==> src/rtl/rf_pkg.sv <==
// Shared definitions for the register-file writeback path: sizes and the
// holding-slot record used by the writeback arbiter.
package rf_pkg;

  localparam int REG_WIDTH = 8;
  localparam int WR_REGS   = 4;
  localparam int ADDR_W    = $clog2(WR_REGS);
  localparam int WR_BASE   = 8;

  typedef struct packed {
    logic                 valid;
    logic [ADDR_W-1:0]    addr;
    logic [REG_WIDTH-1:0] data;
  } wb_slot_t;

  // Only relevant when WR_REGS is not a power of two.
  function automatic logic addr_ok(input logic [ADDR_W-1:0] a);
    return int'(a) < WR_REGS;
  endfunction

endpackage

==> src/rtl/wb_hold_slot.sv <==
// One-deep holding register for a writeback requester. Accepts when empty
// or when being drained this cycle, so a steady stream retires at 1/cycle.
module wb_hold_slot
  import rf_pkg::*;
(
  input  logic                 clk,
  input  logic                 reset,
  input  logic                 valid,
  input  logic [ADDR_W-1:0]    addr,
  input  logic [REG_WIDTH-1:0] data,
  input  logic                 clear,
  output logic                 ready,
  output wb_slot_t             slot
);

  assign ready = !reset && (!slot.valid || clear);

  // NOTE: only the valid flag is reset; addr/data are don't-care while
  // valid=0, so leaving them unreset keeps the datapath flops plain.
  always_ff @(posedge clk) begin
    if (reset) begin
      slot.valid <= 1'b0;
    end else if (valid && ready) begin
      slot <= '{valid: 1'b1, addr: addr, data: data};
    end else if (clear) begin
      slot.valid <= 1'b0;
    end
  end

endmodule

==> src/rtl/reg_wb_arbiter.sv <==
// Arbitrates the register file's single write port between the ALU (port 0)
// and load (port 1) writebacks; same-register writes retire in order.
module reg_wb_arbiter
  import rf_pkg::*;
(
  input  logic                 clk,
  input  logic                 reset,
  input  logic [1:0]           req_valid,
  output logic [1:0]           req_ready,
  input  logic [ADDR_W-1:0]    req_addr0,
  input  logic [ADDR_W-1:0]    req_addr1,
  input  logic [REG_WIDTH-1:0] req_data0,
  input  logic [REG_WIDTH-1:0] req_data1,
  output logic                 write,
  output logic [ADDR_W-1:0]    rd_addr,
  output logic [REG_WIDTH-1:0] rd_in,
  output logic [WR_REGS-1:0]   pending,
  output logic                 grant_id
);

  wb_slot_t             slot0, slot1, gslot;
  logic                 gnt, any_full, both_full, same_addr;
  logic [1:0]           clr, acc;
  logic                 age_q;   // index of the older slot
  logic                 rr_q;
  logic [ADDR_W-1:0]    last_addr_q;
  logic [REG_WIDTH-1:0] last_data_q;

  wb_hold_slot u_slot0 (
    .clk(clk), .reset(reset), .valid(req_valid[0]), .addr(req_addr0),
    .data(req_data0), .clear(clr[0]), .ready(req_ready[0]), .slot(slot0)
  );

  wb_hold_slot u_slot1 (
    .clk(clk), .reset(reset), .valid(req_valid[1]), .addr(req_addr1),
    .data(req_data1), .clear(clr[1]), .ready(req_ready[1]), .slot(slot1)
  );

  assign any_full  = slot0.valid || slot1.valid;
  assign both_full = slot0.valid && slot1.valid;
  assign same_addr = slot0.addr == slot1.addr;
  assign acc       = req_valid & req_ready;

  // NOTE: every combinational output gets a default first so no path can
  // leave it unassigned and infer a latch; blocking '=' is used here only.
  always_comb begin
    gnt = 1'b0;
    if (both_full)        gnt = same_addr ? age_q : rr_q;
    else if (slot1.valid) gnt = 1'b1;
    gslot = gnt ? slot1 : slot0;
    clr   = 2'b00;
    if (any_full && !reset) clr = gnt ? 2'b10 : 2'b01;
    write    = any_full && !reset && addr_ok(gslot.addr);
    rd_addr  = write ? gslot.addr : last_addr_q;
    rd_in    = write ? gslot.data : last_data_q;
    grant_id = gnt;
  end

  always_comb begin
    pending = '0;
    for (int r = 0; r < WR_REGS; r++) begin
      pending[r] = (slot0.valid && slot0.addr == ADDR_W'(r)) ||
                   (slot1.valid && slot1.addr == ADDR_W'(r));
    end
  end

  // NOTE: sequential state uses non-blocking '<=' so every flop samples
  // the pre-edge values regardless of statement order.
  always_ff @(posedge clk) begin
    if (reset) begin
      age_q       <= 1'b0;
      rr_q        <= 1'b0;
      last_addr_q <= '0;
      last_data_q <= '0;
    end else begin
      if (write) begin
        last_addr_q <= gslot.addr;
        last_data_q <= gslot.data;
      end
      if (both_full && !same_addr) rr_q <= ~gnt;
      // A lone refill makes that slot the younger one; a tie favours slot 0.
      case (acc)
        2'b11:   age_q <= 1'b0;
        2'b01:   age_q <= 1'b1;
        2'b10:   age_q <= 1'b0;
        default: age_q <= age_q;
      endcase
    end
  end

  always_ff @(posedge clk) begin
    if (!reset && any_full) assert (addr_ok(gslot.addr));
  end

endmodule

==> config.mk <==
export PLATFORM = sky130hd
export DESIGN_NAME = reg_wb_arbiter
export DESIGN_NICKNAME = d
export VERILOG_FILES = /design/src/rtl/rf_pkg.sv /design/src/rtl/wb_hold_slot.sv /design/src/rtl/reg_wb_arbiter.sv
export SDC_FILE = /design/constraint.sdc
export NUM_CORES = 1
export LEC_CHECK = 0
export ABC_AREA = 1
export BUFFER_PORTS_ARGS = -buffer_cell sky130_fd_sc_hd__buf_2
export CAP_MARGIN = 0
export CORE_ASPECT_RATIO = 0.6
export CORE_MARGIN = 3
export CORE_UTILIZATION = 51
export DETAILED_ROUTE_END_ITERATION = 10
export PLACE_DENSITY = 0.89
export SETUP_SLACK_MARGIN = 0.3
export SLEW_MARGIN = 10
export SYNTH_ARGS = -nofsm -noshare
export SYNTH_HDL_FRONTEND = slang
export SYNTH_HIERARCHICAL = 1
export SYNTH_SLANG_ARGS = --single-unit
==> constraint.sdc <==
create_clock -name clk -period 2.2 [get_ports clk]
set_clock_uncertainty 0.05 [all_clocks]
set_input_delay 0.33 -clock clk [delete_from_list [all_inputs] [get_ports clk]]
set_output_delay 0.33 -clock clk [all_outputs]
set_load 0.02 [all_outputs]
==> impl_results.md, run 1 <==
* Worst Path Class, Setup: reg -> out
* CTS tree: done
* Antenna violations before repair at 0
* Worst Path Max Fanout at 4
* Syn_area_per_cell at 9.64 µm²
* DP Wirelength at 2650 µm
* Largest net degree at the start of global routing at 17
* Failing checks: setup timing
* P_int at 1.31 mW
* P per Cell Area at 786 nW/µm²
* Total gr overflow at 0
* Pre-Repair DR Iteration Count at 7
* Yosys warning count at 6
* Via density at 5.60
* Worst EP required at ~1.8 ns
* Arrival time worst endpoint at ~1.9 ns
* WL per Instance at 17.2 µm
* Hold Path Depth at 1
* Mapped Area at approximately 1600 µm²
* GR peak layer: met1
* Drc violations at 0
* Core area at 2700 µm²
* Inserted Clock Buffers at 5
* Die width at 77.2 µm
* Clock slew at reported path FFs at 0.08 ns
* N_diodes at 0
* Root buf cell: clkbuf_8
* DP Area at 1820 µm²
* Netlist cell types at 22
* Full die area at 3760 µm²
* Cells after Synth at 161
* Tcrit/Tclk final at 1.04
* Register area share after synthesis at 0.568
* Number of global-route vias before repair at 1263
* P_leak at 1.11 nW
* H-tree lvl count at 2
* Tmin final at 2.28 ns
* Vias at 1484
* Worst setup margin at -0.0776 ns
* Routability cong. at approximately 1
* Met3 global-route usage at 0.0704
* Final Hold Fails at 0
* Slew Limit Headroom at 0.684
* Slew Limit Fails at 0
* Number of max-cap violations at 0
* Max Fclk at around 0.44 GHz
* First-iteration detailed-routing DRC count at 227
* Setup TNS at -0.0776 ns
* Reg2reg setup slack at 0.05 ns
* Post-route ant nets at 0
* Comb pwr share at 0.193
* Starting Density at 0.575
* Psw at 455 µW
* GR Util met1 at 0.322
* R2R depth at 15
* Clk sinks at 34
* Max Buffers Root-to-Sink at 2
* Seq cells post-synth at 34
* WL final at 4550 µm
* Clock Power Share at 0.395
* Chip height at 48.7 µm
* Final Power at approximately 1.8 mW
* Synthesis-to-layout area growth at 44.7%
* CP Launch Type: flip-flop
* Maximum vdd drop at around 0.61 mV
* Global-route wire length before repair at 6290 µm
* Final Cell Area at roughly 2200 µm²
* # IOs at 42
* Synth Net Count at 185
* Status: complete, but fails checks
* Clk Latency, worst-skew pair at between 0.2 and 0.3 ns
* GRT met2 Usage at 0.304
* Count of final setup violators at 1
* Part of the power in registers at 0.411
* Worst Hold Path EP: u_slot1/slot[1]$_DFFE_PP_
* Port buffer count at about 40
* HP Start: req_data1[1]
* Worst Setup End Kind: output pin
* GR Util All Layers at 0.219
* Row count at 14
* Hold crit path type: in -> reg
* NumNets Final at 248
* Worst-Margin Slew at 0.474 ns
* Worst R2R Start: u_slot1/slot[8]$_DFFE_PP_
* Worst reg2reg path endpoint: u_slot0/slot[0]$_DFFE_PP_
* Switching Share at 0.258
* Finished Core Util at 0.832
* Share of layout cells above drive strength 1 at 0.471
* Fillers at 146
* Hold Slack at 0.155 ns
* RSZ-0062 raised after global routing: true
[worst max-delay path by stage]
stage	to	start
after floorplan	u_slot0/slot[0]$_DFFE_PP_	u_slot0/slot[9]$_DFFE_PP_
after global placement	u_slot0/slot[9]$_DFFE_PP_	u_slot0/slot[9]$_DFFE_PP_
after global routing	req_ready[0]	u_slot0/slot[9]$_DFFE_PP_
after CTS	req_ready[0]	u_slot1/slot[8]$_DFFE_PP_
final	req_ready[0]	u_slot1/slot[8]$_DFFE_PP_
after detailed placement	u_slot0/slot[9]$_DFFE_PP_	u_slot0/slot[9]$_DFFE_PP_
[critical path, stage by stage (launching register included)]
cell	delay, ns
edfxtp_1	0.47
inv_2	0.10
nand2_2	0.07
nand2_4	0.08
nand2_2	0.08
nand2_2	0.08
nand3_4	0.08
nand2_4	0.09
inv_2	0.04
nor2_1	0.10
inv_1	0.08
nand2_2	0.10
nand2_4	0.07
inv_4	0.06
buf_6	0.11
[registers in the layout (all words and copies together) (netlist names)]
name	count
age_q	1
last_addr_q	2
last_data_q	8
rr_q	1
u_slot0/slot	11
u_slot1/slot	11
[power by group through the flow]
stage          clock, mW  combinational [mW]  sequential, mW
3_5_place_dp           0               0.243           0.738
3_3_place_gp           0               0.240           0.737
5_1_grt            0.733               0.364           0.727
6_report           0.697               0.341           0.726
4_1_cts            0.698               0.281           0.724
2_1_floorplan          0               0.162           0.735
[metrics by stage]
| stage | worst slack (ns) | instances |
|---|---|---|
| 2_1_floorplan | 0.333 | 161 |
| 3_3_place_gp | 0.294 | 242 |
| 3_5_place_dp | 0.175 | 242 |
| 4_1_cts | 0.0261 | 257 |
| 5_1_grt | -0.181 | 265 |
| 6_report | -0.0776 | 265 |
[cells in the final DEF (no fill, tap or decap), types with 4 or more instances in the layout]
master,count
edfxtp_1,20
nand4_1,17
nand2_1,29
nand2_4,5
nand3_2,12
dfxtp_1,14
a21oi_1,5
buf_6,14
o22ai_1,4
inv_1,24
buf_4,18
buf_2,29
nand2_2,6
clkbuf_8,5
inv_2,5
[cell type report]
class	count	area, µm²	share of cell area
tap	40	50.0	0.0223
clock inverter	3	68.8	0.0307
multi-input combinational	90	588	0.262
sequential	34	881	0.392
clock buffer	5	68.8	0.0307
inverter	30	115	0.0513
timing repair buffer	63	473	0.211
[what timing repair did]
item	4_1_cts	5_1_grt
buffers inserted	7	7
resized for setup	21	28
endpoints found under the setup margin	33	34
pin swaps	7	6
hold buffers	0	0
gates cloned	0	1
[cell usage after synthesis, drive strengths merged]
cell    instances  area share
buf             5       0.025
nor2            4       0.013
dfxtp          14        0.18
nand3          16       0.087
nand4          18       0.077
clkbuf          2      0.0056
inv            30       0.073
o22ai           4       0.016
o21ai           1      0.0032
a211oi          1      0.0048
nand2          40        0.11
edfxtp         20        0.39
a21oi           6       0.022
[per-layer routing]
| layer | up-vias | share of wire | wire [µm] |
|---|---|---|---|
| li1 | 669 | - | - |
| met1 | 679 | 0.41 | 1890 |
| met2 | 119 | 0.45 | 2040 |
| met3 | 17 | 0.11 | 498 |
| met4 | 0 | 0.027 | 124 |
| met5 | - | 0 | 0 |
[cell families (layout without fill, tap and decap cells)]
logic type             Yosys count  in the layout  synth area share
and+or+nand+nor                 78             78             0.283
AOI/OAI and AO/OA               12             12            0.0460
DFF                             34             34             0.568
buffers and inverters           37            101             0.103
(Power assumes the default switching activity.)
==> run 2: changes to the inputs <==
--- a/config.mk
+++ b/config.mk
@@ -8,7 +8,7 @@
 export ABC_AREA = 1
 export BUFFER_PORTS_ARGS = -buffer_cell sky130_fd_sc_hd__buf_2
 export CAP_MARGIN = 0
-export CORE_ASPECT_RATIO = 0.6
+export CORE_ASPECT_RATIO = 1.1
 export CORE_MARGIN = 3
 export CORE_UTILIZATION = 51
 export DETAILED_ROUTE_END_ITERATION = 10
==> impl_results.md, run 2 (synthesis gave the netlist of run 1 again) <==
* Status: complete, but fails checks
* Failing checks: setup timing
* Part of the power in registers at 0.441
* Worst slack, placed at around 0.23 ns
* Arrival time worst endpoint at 1.96 ns
* Max Fclk at about 0.43 GHz
* Worst Setup End Kind: output pin
* NumNets Final at 250
* WL final at 4520 µm
* Final Non-Filler Cells at 260
* H-tree lvl count at 2
* Placed cells at approximately 230
* N_diodes at 0
* Antenna violations before repair at 0
* Clock Power Share at 0.353
* Vias at 1446
* Die width at 58.6 µm
* Largest stage delay, worst path at 0.47 ns
* Row count at 20
* R2R depth at 16
* Slowest cell on crit path: edfxtp_1
* Most frequent cells in the layout: nand2_1 (30), buf_2 (29), inv_1 (25), buf_4 (20), edfxtp_1 (20)
* Number of global-route vias before repair at 1266
* Worst-Margin Slew at around 0.54 ns
* GR Util All Layers at 0.226
* Psw at 441 µW
* Finished Core Util at 0.792
* Post-route ant nets at 0
* Starting Density at 0.549
* Tmin final at between 2 and 2.5 ns
* Critical path, cell by cell: inv_1, nand2_1, nand2_2, nand2_2, nand2_2, nand3_4, nand2_4, inv_2, nor2_1, inv_1, nand2_2, nand2_4, inv_4, buf_6
* P per Cell Area at 740 nW/µm²
* Worst Path Class, Setup: reg -> out
* Hold Path Depth at 1
* Drc violations at 0
* Max Buffers Root-to-Sink at 2
* Pre-Repair DR Iteration Count at 4
* Count of final setup violators at 22
* Worst Path Max Fanout at 4
* Clock slew at reported path FFs at between 0.1 and 0.15 ns
* CP Launch Type: flip-flop
* Port buffer count at 41
* Worst setup margin at -0.138 ns
* RSZ-0062 raised after global routing: true
* Switching Share at 0.266
* Slew Limit Fails at 0
* Full die area at 3740 µm²
* First-iteration detailed-routing DRC count at 71
* WL per Instance at 17.4 µm
* Synthesis-to-layout area growth at 44.3%
* Final Hold Fails at 0
* Hold-fix buffers at CTS at 0
* Routability cong. at 0.917
* Largest net degree at the start of global routing at 19
* Tcrit/Tclk final at 1.06
* P_leak at between 1 and 1.5 nW
* P_int at around 1.2 mW
* Hold crit path type: in -> reg
* DP Wirelength at ~2400 µm
* Via density at ~5.6
* Clk sinks at 34
* Commonest non-fill, non-tap cell in the layout: nand2_1
* Total gr overflow at 0
* Number of max-cap violations at 0
* Inserted Clock Buffers at 5
* Clk Latency, worst-skew pair at 0.35 ns
* # IOs at 42
* Maximum vdd drop at 0.791 mV
* Chip height at 63.8 µm
* CTS tree: done
* Comb pwr share at 0.206
* Share of layout cells above drive strength 1 at 0.489
* Slew Limit Headroom at 0.643
* Core area at 2830 µm²
* Root buf cell: clkbuf_4
* Biggest regs: u_slot0/slot x11, u_slot1/slot x11, last_data_q x8
* Global-route wire length before repair at 6230 µm
* Most frequent CP cell: nand2_2
* Worst EP required at 1.82 ns
-- run 2: changes by cell type in the layout (fill, tap and decap cells not counted), sizes merged --
cell  change
buf       +2
-- run 2: path summary, 6_finish.rpt --
path | from | end | slack (ns)
hold / removal | req_addr1[0] | u_slot1/slot[8]$_DFFE_PP_ | 0.1
hold reg to reg | u_slot1/slot[10]$_SDFFE_PP0P_ | u_slot1/slot[10]$_SDFFE_PP0P_ | 0.53
setup / recovery | u_slot1/slot[8]$_DFFE_PP_ | req_ready[0] | -0.14
setup reg to reg | u_slot1/slot[8]$_DFFE_PP_ | u_slot0/slot[2]$_DFFE_PP_ | -0.04
-- run 2: power by group through the flow --
stage	Sequential [mW]	Clock [mW]	Combinational, mW
floorplan	0.735	0	0.162
global placement	0.739	0	0.231
detailed placement	0.740	0	0.236
CTS	0.726	0.579	0.290
global route	0.733	0.622	0.362
finish	0.731	0.584	0.341
-- run 2: area by class of cell --
class	count	area [µm²]
Multi-Input combinational cell	90	609
Clock inverter	3	68.8
Sequential cell	34	882
Inverter	30	115
Timing Repair Buffer	65	484
Tap cell	33	41.3
Fill cell	161	589
Clock buffer	5	37.5
-- run 2: repair_timing --
action / in CTS / in global routing
pin swaps: 5 / 12
cloned: 0 / 1
setup buffers: 10 / 7
endpoints found under the setup margin: 23 / 38
hold endpoints to repair: 0 / 0
resized for setup: 29 / 22
-- run 2: metal layers --
metal | routed length, µm | part of all wire | vias up | track usage
li1 | - | - | 670 | -
met1 | 1640 | 0.36 | 674 | 0.270
met2 | 2420 | 0.54 | 87 | 0.378
met3 | 342 | 0.076 | 15 | 0.0646
met4 | 112 | 0.025 | 0 | 0.0878
met5 | 0 | 0 | - | 0
-- run 2: worst max-delay path: cells and delay by family (launching register included) --
family	cells	cell delay (ns)
buffers and inverters	5	0.39
and+or+nand+nor	9	0.76
DFF	1	0.47
-- run 2: through the flow --
| stage | hold WS (ns) | cell area (µm²) | setup TNS (ns) | power (mW) |
|---|---|---|---|---|
| floorplan | 0.349 | 1560 | 0 | 0.897 |
| global placement | 0.456 | 1800 | 0 | 0.970 |
| detailed placement | 0.458 | 1800 | 0 | 0.976 |
| CTS | 0.0995 | 2080 | -0.0153 | 1.59 |
| global route | 0.0703 | 2240 | -3.41 | 1.72 |
| finish | 0.0953 | 2240 | -1.28 | 1.66 |
==> run 3: changes to the inputs <==
--- a/config.mk
+++ b/config.mk
@@ -12,6 +12,7 @@
 export CORE_MARGIN = 3
 export CORE_UTILIZATION = 51
 export DETAILED_ROUTE_END_ITERATION = 10
+export MAX_ROUTING_LAYER = met4
 export PLACE_DENSITY = 0.89
 export SETUP_SLACK_MARGIN = 0.3
 export SLEW_MARGIN = 10
==> impl_results.md, run 3 (synthesis gave the netlist of run 1 again) <==
* NumNets Final at 250
* Tmin final at between 2 and 2.5 ns
* Biggest regs: u_slot0/slot x11, u_slot1/slot x11, last_data_q x8
* Clk Latency, worst-skew pair at 0.35 ns
* Port buffer count at between 40 and 50
* Pre-Repair DR Iteration Count at 4
* # IOs at 42
* Maximum vdd drop at 0.788 mV
* Hold crit path type: in -> reg
* Critical path, cell by cell: inv_2, nand2_2, nand2_4, nand2_2, nand2_2, nand3_4, nand2_4, inv_2, nor2_1, inv_1, nand2_2, nand2_4, inv_4, buf_6
* Max Fclk at 0.426 GHz
* Finished Core Util at 0.792
* H-tree lvl count at 2
* GR Util All Layers at 0.232
* CP Launch Type: flip-flop
* Inserted Clock Buffers at 5
* Count of final setup violators at 22
* Number of max-cap violations at 0
* Final Non-Filler Cells at 260
* Total gr overflow at 0
* Commonest non-fill, non-tap cell in the layout: nand2_1
* P_leak at 1.10 nW
* Most frequent cells in the layout: nand2_1 (30), buf_2 (29), inv_1 (25), buf_4 (20), edfxtp_1 (20)
* N_diodes at 0
* Fillers at between 150 and 200
* P per Cell Area at roughly 740 nW/µm²
* Root buf cell: clkbuf_4
* Starting Density at 0.549
* Hold Slack at 0.0939 ns
* Worst-Margin Slew at 0.545 ns
* Share of layout cells above drive strength 1 at 0.489
* Worst Setup End Kind: output pin
* Vias at 1446
* CTS tree: done
* Via density at 5.56
* Status: complete, but fails checks
* Most frequent CP cell: nand2_2
* Setup TNS at -1.43 ns
* Worst setup margin at -0.147 ns
* Placed cells at 234
* Slowest cell on crit path: edfxtp_1
* Core area at about 2800 µm²
* Failing checks: setup timing
* First-iteration detailed-routing DRC count at 86
* Full die area at 3740 µm²
* Tcrit/Tclk final at 1.07
* Worst EP required at 1.82 ns
* Largest stage delay, worst path at 0.48 ns
* Hold-fix buffers at CTS at 0
* Row count at 20
* Slew Limit Headroom at 0.636
* Antenna violations before repair at 0
* Worst Path Class, Setup: reg -> out
* Routability cong. at 0.933
* Post-route ant nets at 0
* Clock slew at reported path FFs at 0.11 ns
* Number of global-route vias before repair at between 1000 and 1500
* Synthesis-to-layout area growth at 44.3%
* Arrival time worst endpoint at 1.97 ns
* Largest net degree at the start of global routing at 19
* Slew Limit Fails at 0
* RSZ-0062 raised after global routing: true
* Final Hold Fails at 0
* DP Wirelength at between 2000 and 2500 µm
* Worst Path Max Fanout at 4
* Clk sinks at 34
* WL per Instance at 17.4 µm
* Drc violations at 0
* Max Buffers Root-to-Sink at 2
* WL final at 4530 µm
* Chip height at 63.8 µm
* Die width at 58.6 µm
* Global-route wire length before repair at 6230 µm
==> run 3: cell counts in the layout (fill, tap and decap cells not counted) <==
No cell type changed its count.
==> run 3: worst paths after layout <==
kind                                      start                            end  slack (ns)  cells after the start
setup / recovery      u_slot1/slot[9]$_DFFE_PP_                   req_ready[0]       -0.15                     14
hold / removal                     req_addr1[0]      u_slot1/slot[8]$_DFFE_PP_        0.09                      1
setup reg to reg      u_slot1/slot[9]$_DFFE_PP_      u_slot0/slot[2]$_DFFE_PP_       -0.05                     16
hold reg to reg   u_slot1/slot[10]$_SDFFE_PP0P_  u_slot1/slot[10]$_SDFFE_PP0P_        0.53                      2
==> run 3: routing by layer <==
metal	GRT usage	vias up	part of all wire
li1	-	670	-
met1	0.270	675	0.37
met2	0.378	86	0.53
met3	0.0646	15	0.071
met4	0.0878	0	0.024
met5	-	-	0
==> run 3: stage by stage <==
step           worst slack [ns]  cell area [µm²]  total power [mW]
2_1_floorplan             0.333             1560             0.897
3_3_place_gp              0.290             1800             0.970
3_5_place_dp              0.226             1800             0.976
4_1_cts                -0.00923             2080              1.59
5_1_grt                  -0.256             2240              1.72
6_report                 -0.147             2240              1.66
==> run 3: worst max-delay path, delay by kind of cell (launching register included) <==
family	cells	cell delay, ns
and+or+nand+nor	9	0.74
DFF	1	0.48
buffers and inverters	5	0.40
==> run 3: cell type report <==
class                      instances  area [µm²]  share of cell area
clock buffer                       5        37.5              0.0168
clock inverter                     3        68.8              0.0307
inverter                          30         115              0.0514
multi-input combinational         90         609               0.272
sequential                        34         882               0.394
tap                               33        41.3              0.0184
timing repair buffer              65         484               0.216
==> run 3: power breakdown <==
group          total, mW  internal, mW  leakage (nW)  switching [mW]
sequential         0.731         0.710         0.301          0.0208
clock              0.585         0.355        0.0554           0.229
combinational      0.341         0.150         0.747           0.192
==> run 3: timing repair <==
action / 4_1_cts / 5_1_grt
setup buffers: 10 / 7
pin swaps: 5 / 12
resized for setup: 29 / 22
setup endpoints to repair: 23 / 38
endpoints found under the hold margin: 0 / 0
gates cloned: 0 / 1
